[src/rtl/swd_seq_capture_pkg.sv]
// rtl/swd_seq_capture_pkg.sv - shared definitions for the SWD sequence capture engine
//
// Contents:
//   seq_state_t    capture FSM states IDLE/TURN/LOW/HIGH/DONE
//   SEQ_MAX        maximum bits per capture command (64-bit data path)
//   FLAG_*         rx_flag field positions
//   clamp_count()  maps a raw cmd_count onto the effective bit count 1..64
package swd_seq_capture_pkg;

    localparam int SEQ_MAX       = 64;
    localparam int CNT_W         = 7;

    localparam int FLAG_CNT_LSB  = 0;
    localparam int FLAG_CNT_MSB  = 6;
    localparam int FLAG_TURN_BIT = 15;

    typedef enum logic [2:0] {
        IDLE = 3'd0,
        TURN = 3'd1,
        LOW  = 3'd2,
        HIGH = 3'd3,
        DONE = 3'd4
    } seq_state_t;

    // 0 means a full word; anything beyond the data path width is clamped to it.
    function automatic logic [CNT_W-1:0] clamp_count(input logic [CNT_W-1:0] raw);
        if (raw == '0 || raw > CNT_W'(SEQ_MAX)) begin
            return CNT_W'(SEQ_MAX);
        end
        return raw;
    endfunction

endpackage

[src/rtl/swd_seq_capture_half_div.sv]
// rtl/swd_seq_capture_half_div.sv - SWCLK half-period counter with terminal-count strobe
//
// Module swclk_half_div
//   DIV    clk cycles per SWCLK half-period (1..255)
//   clk    controller clock
//   reset  synchronous active-high reset
//   clear  restart the count from 0 (command accept)
//   run    count while high; held at 0 while low
//   tc     one-cycle strobe in the last cycle of each half-period
module swclk_half_div #(
    parameter int DIV = 4
) (
    input  logic clk,
    input  logic reset,
    input  logic clear,
    input  logic run,
    output logic tc
);

    localparam logic [7:0] DIV_M1 = 8'(DIV - 1);

    logic [7:0] cnt_q;

    assign tc = run && (cnt_q == DIV_M1);

    always_ff @(posedge clk) begin
        if (reset || clear || !run) begin
            cnt_q <= '0;
        end else if (tc) begin
            cnt_q <= '0;
        end else begin
            cnt_q <= cnt_q + 8'd1;
        end
    end

endmodule

[src/rtl/swd_seq_capture.sv]
// rtl/swd_seq_capture.sv - SWD read-direction sequence capture engine
//
// Captures 1..64 bits from SWDIO LSB-first while generating SWCLK bursts and
// returns the word over a valid/ready result channel.
// Optional build macro: SEQ_CAPTURE_TURN_EN inserts one unsampled SWCLK period
// (turnaround) before the first sample and sets rx_flag[15].
//
// Ports:
//   clk, reset     controller clock, synchronous active-high reset
//   cmd_valid/ready/count   capture request (count 0 or >64 -> 64)
//   rx_valid/ready/data/flag  result channel; flag[6:0] = bit count
//   busy           high from accept until result handshake
//   SWCLK_TCK_O    generated serial clock, idles low
//   SWDIO_TMS_T    SWDIO tristate control, 1 = released
//   SWDIO_TMS_I    SWDIO line input (already synchronised)
module swd_seq_capture
    import swd_seq_capture_pkg::*;
#(
    parameter int CLK_DIV = 4
) (
    input  logic        clk,
    input  logic        reset,
    input  logic        cmd_valid,
    output logic        cmd_ready,
    input  logic [6:0]  cmd_count,
    output logic        rx_valid,
    input  logic        rx_ready,
    output logic [63:0] rx_data,
    output logic [15:0] rx_flag,
    output logic        busy,
    output logic        SWCLK_TCK_O,
    output logic        SWDIO_TMS_T,
    input  logic        SWDIO_TMS_I
);

`ifdef SEQ_CAPTURE_TURN_EN
    localparam logic       TURN_EN     = 1'b1;
    localparam seq_state_t FIRST_PHASE = TURN;
`else
    localparam logic       TURN_EN     = 1'b0;
    localparam seq_state_t FIRST_PHASE = LOW;
`endif

    seq_state_t         state_q, state_d;
    logic [CNT_W-1:0]   count_q;
    logic [CNT_W-1:0]   bit_idx_q;
    logic [SEQ_MAX-1:0] shift_q;
    logic               swclk_q;
    logic               busy_q;
    logic               rx_valid_q;
    logic [63:0]        rx_data_q;
    logic [15:0]        rx_flag_q;
    logic [15:0]        flag_d;
    logic               accept;
    logic               half_run;
    logic               half_tc;

    assign cmd_ready   = (state_q == IDLE) && !rx_valid_q;
    assign accept      = cmd_valid && cmd_ready;
    assign half_run    = (state_q == TURN) || (state_q == LOW) || (state_q == HIGH);

    assign rx_valid    = rx_valid_q;
    assign rx_data     = rx_data_q;
    assign rx_flag     = rx_flag_q;
    assign busy        = busy_q;
    assign SWCLK_TCK_O = swclk_q;
    // This engine only reads the line, so SWDIO is never driven.
    assign SWDIO_TMS_T = 1'b1;

    swclk_half_div #(
        .DIV (CLK_DIV)
    ) u_half_div (
        .clk   (clk),
        .reset (reset),
        .clear (accept),
        .run   (half_run),
        .tc    (half_tc)
    );

    always_comb begin
        flag_d = '0;
        flag_d[FLAG_CNT_MSB:FLAG_CNT_LSB] = count_q;
        flag_d[FLAG_TURN_BIT] = TURN_EN;
    end

    always_comb begin
        state_d = state_q;
        case (state_q)
            IDLE: if (accept) state_d = FIRST_PHASE;
            // Turnaround low phase; the following HIGH sees bit_idx==0 and
            // always returns to LOW, so the turn needs no extra state.
            TURN: if (half_tc) state_d = HIGH;
            LOW:  if (half_tc) state_d = HIGH;
            HIGH: if (half_tc) state_d = (bit_idx_q == count_q) ? DONE : LOW;
            DONE: state_d = IDLE;
            default: state_d = IDLE;
        endcase
    end

    always_ff @(posedge clk) begin
        if (reset) begin
            state_q    <= IDLE;
            count_q    <= '0;
            bit_idx_q  <= '0;
            shift_q    <= '0;
            swclk_q    <= 1'b0;
            busy_q     <= 1'b0;
            rx_valid_q <= 1'b0;
            rx_data_q  <= '0;
            rx_flag_q  <= '0;
        end else begin
            state_q <= state_d;

            if (accept) begin
                count_q   <= clamp_count(cmd_count);
                bit_idx_q <= '0;
                shift_q   <= '0;
                busy_q    <= 1'b1;
            end

            // SWCLK only moves on half-period terminal counts; the sample is
            // taken on the same edge that raises SWCLK.
            if (half_tc) begin
                case (state_q)
                    TURN: swclk_q <= 1'b1;
                    LOW: begin
                        swclk_q                     <= 1'b1;
                        shift_q[bit_idx_q[5:0]]     <= SWDIO_TMS_I;
                        bit_idx_q                   <= bit_idx_q + 7'd1;
                    end
                    HIGH: swclk_q <= 1'b0;
                    default: ;
                endcase
            end

            if (state_q == DONE) begin
                rx_data_q  <= shift_q;
                rx_flag_q  <= flag_d;
                rx_valid_q <= 1'b1;
            end else if (rx_valid_q && rx_ready) begin
                rx_valid_q <= 1'b0;
                busy_q     <= 1'b0;
            end
        end
    end

endmodule

[config.mk]
export PLATFORM = sky130hd
export DESIGN_NAME = swd_seq_capture
export DESIGN_NICKNAME = d
export VERILOG_FILES = /design/src/rtl/swd_seq_capture_pkg.sv /design/src/rtl/swd_seq_capture_half_div.sv /design/src/rtl/swd_seq_capture.sv
export SDC_FILE = /design/constraint.sdc
export NUM_CORES = 1
export LEC_CHECK = 0
export ABC_AREA = 1
export ABC_CLOCK_PERIOD_IN_PS = 5500
export BUFFER_PORTS_ARGS = -buffer_cell sky130_fd_sc_hd__clkbuf_2
export CAP_MARGIN = 20
export CORE_ASPECT_RATIO = 1.2
export CORE_MARGIN = 2
export CORE_UTILIZATION = 55
export DETAILED_ROUTE_END_ITERATION = 8
export GPL_TIMING_DRIVEN = 0
export PLACE_DENSITY_LB_ADDON = 0.3
export SYNTH_ARGS = -nofsm -noshare
export SYNTH_HDL_FRONTEND = slang
export SYNTH_HIERARCHICAL = 1
export SYNTH_SLANG_ARGS = --single-unit
[constraint.sdc]
create_clock -name clk -period 5.5 [get_ports clk]
set_input_delay 1.1 -clock clk [delete_from_list [all_inputs] [get_ports clk]]
set_output_delay 1.1 -clock clk [all_outputs]
set_load 0.005 [all_outputs]
==> impl_metrics.ini <==
[run_status]
outcome = complete, no violations

[route]
num_vias = 6481
total_drc_errors_in_the_routed_layout = 0
drt_wl_total_microns = 17100
drtIter0Drc = 459
routed_via_density = 5.29
final_antenna_net_count = 0
detailedRoute.firstPassIterationCount = 6
routedWlPerCell_microns = 14.0

[logic_synthesis]
async_flop_share = 0
ys_ff_latch = 163
yosysWarnings = 6
synth_edf_count = 0
synthesis.instances = 939
post-synth-top-area-cell = dfxtp_1
ys_top_cells_by_count = 192 x nand2_1, 163 x dfxtp_1, 162 x nor2_1
synth_seq_area_share = 0.479
synthDistinctLibCells = 37
synth.most_common_cell = nand2_1
syn-mean-instance-area_sq_um = 7.25
synth_top_area_share = 0.479
synth_ff_type = dfxtp_1
cell_area_after_synthesis_sq_um = 6810
ys_top_cells_by_area = dfxtp_1 48%, nand2_1 11%, o21ai_0 9.0%

[grt]
grt_pass1_wl_microns = 28300
grt_start_max_net_pins = 17
grt_total_ovfl = 0
grtUsageTotal = 0.264
antenna_found_initial = 0
grt_pass1_vias = 6014

[setup_path]
timing.setup.critical_path_class = flop to flop
path_common_cell = nand2_1
path_depth = 11
slowest_stage = dfxtp_1
setup.worst_path.start_class = flop
worstPathBufferInverterCount = 1
setup_slack_of_the_worst_register_to_register_path_ps = 2990
endpoint_kind = flop
critical-path-max-stage-delay_ps = 460
setup.worst_path.start = state_q[1]$_SDFFE_PP0P_
critical_path.top_delay_family = simple AND/OR/NAND/NOR gates
critical_path_required_ps = 5810
worst-endpoint-arrival_ps = 2820
critical_path.reg2reg.startpoint = state_q[1]$_SDFFE_PP0P_
reg2regPathDepth = 11
crit_path_cell_trace = nor2_2 -> nor2_1 -> nand2_1 -> inv_1 -> nand2_2 -> nor2_4 -> nand2_1 -> nor2_1 -> nand2_1 -> o21ai_0 -> a21oi_1
cp_max_fo = 8
r2r_end = shift_q[63]$_SDFF_PP0_
cp-endpoint = shift_q[63]$_SDFF_PP0_

[clocking]
cts.repair.resized = 0
clk_pin_slew_worst_paths_ps = 60
max-clock-path-buffers = 2
cts_tree = done
cts_setup_buffers = 0
numClockSinks = 163
worst_skew_pair.late_latency_ps = 430
clock_tree.htree_level_count = 4
cts_made_buffers = 17
ctsHoldBuffers = 0
root_buffer = clkbuf_16

[layout]
final_nets = 1066
final_core_utilization = 0.666
antenna_cells = 0
layout.cells.non_filler = 1226
layout-area-overhead-vs-synth_pct = 18.4
drive_above_1_share = 0.166

[die]
chipHeight_microns = 126
initial_utilization = 0.562
number_of_top_level_design_ports = 97
die_w_microns = 106
die_area_sq_um = 13300
core.rowCount = 44
coreArea_sq_um = 12100

[power]
sw_frac_of_total = 0.235
clockPowerShare = 0.475
net_switching_component_of_the_power_uw = 588
p_int_mw = 1.91
comb_power_share = 0.048
irDropWorstVdd_uv = 195
leakagePower_nw = 3.57
power.sequential.fraction = 0.478
power.total_mw = 2.50
p_per_area_nw_per_um2 = 310

[sta]
final-hold-violation-count = 0
period_minus_slack_ps = 2510
finalSetupTns_ps = 0
maxClockFrequency_mhz = 398
final-setup-viol-count = 0
hold-worst-slack_ps = 459
unrepaired_setup_endpoints_after_global_routing = false
finalMaxSlewViolations = 0
timing_worst_slew_pin_value_ps = 781
finalCritPeriodShare = 0.457
worst_slew_margin_rel = 0.480
final_clock_skew_ps = 10.1

[run]
drv_cap = 0

[min_path]
worstHoldPathType = flop to flop

[placed_design]
place.detailed.instances = 1194
port_buffers = 86
final_replace_weighted_congestion = 0.946
place.detailed.hpwl_microns = 11600
cell families (layout without fill, tap and decap cells):
| logic type | count (synthesis) | after routing | share of synthesized area |
|---|---|---|---|
| and+or+nand+nor | 429 | 429 | 0.264 |
| DFF | 163 | 163 | 0.479 |
| adders and majority gates | 2 | 2 | 0.00367 |
| AOI/OAI and AO/OA | 228 | 228 | 0.175 |
| other | 2 | 10 | 0.00110 |
| buffers and inverters | 113 | 231 | 0.0740 |
| xor gates and xnor gates | 2 | 2 | 0.00257 |
routing by layer:
metal / track usage / part of all wire
met5: 0 / 0
met3: 0.0492 / 0.069
met1: 0.334 / 0.43
met2: 0.438 / 0.47
met4: 0.117 / 0.037
cell type report:
cell class	instances	area [sq um]
inverters	50	188
plain buffers	63	317
clock buffers	19	443
repair buffers	86	430
multi-input cells	671	3070
flip-flops and latches	163	3260
fillers	1086	4050
well taps	161	201
clock inverters	13	149
layout by cell type (no fill, tap or decap), types with 17 or more instances in the layout:
cell	count
a21oi_1	81
clkbuf_1	33
clkbuf_16	17
clkbuf_2	86
dfxtp_1	163
inv_1	46
nand2_1	192
nand3_1	38
nor2_1	162
o21ai_0	122
registers in the layout, summed over array words and instances (netlist names):
name	cells
rx_data	64
shift_q	64
u_half_div/cnt_q	8
bit_idx_q	7
count_q	7
rx_flag	7
state_q	3
SWCLK_TCK_O	1
busy	1
rx_valid	1
worst register-to-register path, stage by stage (launching register included):
cell and delay [ps]:
dfxtp_1 460, nor2_2 110, nor2_1 190, nand2_1 80
inv_1 60, nand2_2 80, nor2_4 260, nand2_1 190
nor2_1 460, nand2_1 190, o21ai_0 240, a21oi_1 70
worst min-delay path by stage:
stage | startpoint | end | slack [ps] | cells after the start
after floorplan | u_half_div/cnt_q[0]$_SDFF_PP0_ | u_half_div/cnt_q[0]$_SDFF_PP0_ | 430 | 1
after global placement | u_half_div/cnt_q[0]$_SDFF_PP0_ | u_half_div/cnt_q[0]$_SDFF_PP0_ | 440 | 1
after detailed placement | shift_q[6]$_SDFF_PP0_ | shift_q[6]$_SDFF_PP0_ | 450 | 2
after CTS | shift_q[6]$_SDFF_PP0_ | shift_q[6]$_SDFF_PP0_ | 460 | 2
after global routing | shift_q[37]$_SDFF_PP0_ | shift_q[37]$_SDFF_PP0_ | 480 | 2
final | shift_q[6]$_SDFF_PP0_ | shift_q[6]$_SDFF_PP0_ | 460 | 2
per-stage QoR:
| stage | cell area, sq um | worst slack, ps |
|---|---|---|
| CTS | 8070 | 3050 |
| finish | 8070 | 2990 |
| global route | 8070 | 2760 |
| detailed placement | 7470 | 2610 |
| floorplan | 6840 | 3510 |
| global placement | 7470 | 2610 |
power groups by stage:
stage | clock network, mW | registers [mW] | logic [mW]
floorplan | 0 | 1.22 | 0.0800
global placement | 0 | 1.22 | 0.115
detailed placement | 0 | 1.22 | 0.115
CTS | 1.19 | 1.19 | 0.117
global route | 1.24 | 1.19 | 0.133
finish | 1.19 | 1.19 | 0.119
No activity file was read; power rests on OpenSTA's default activity.
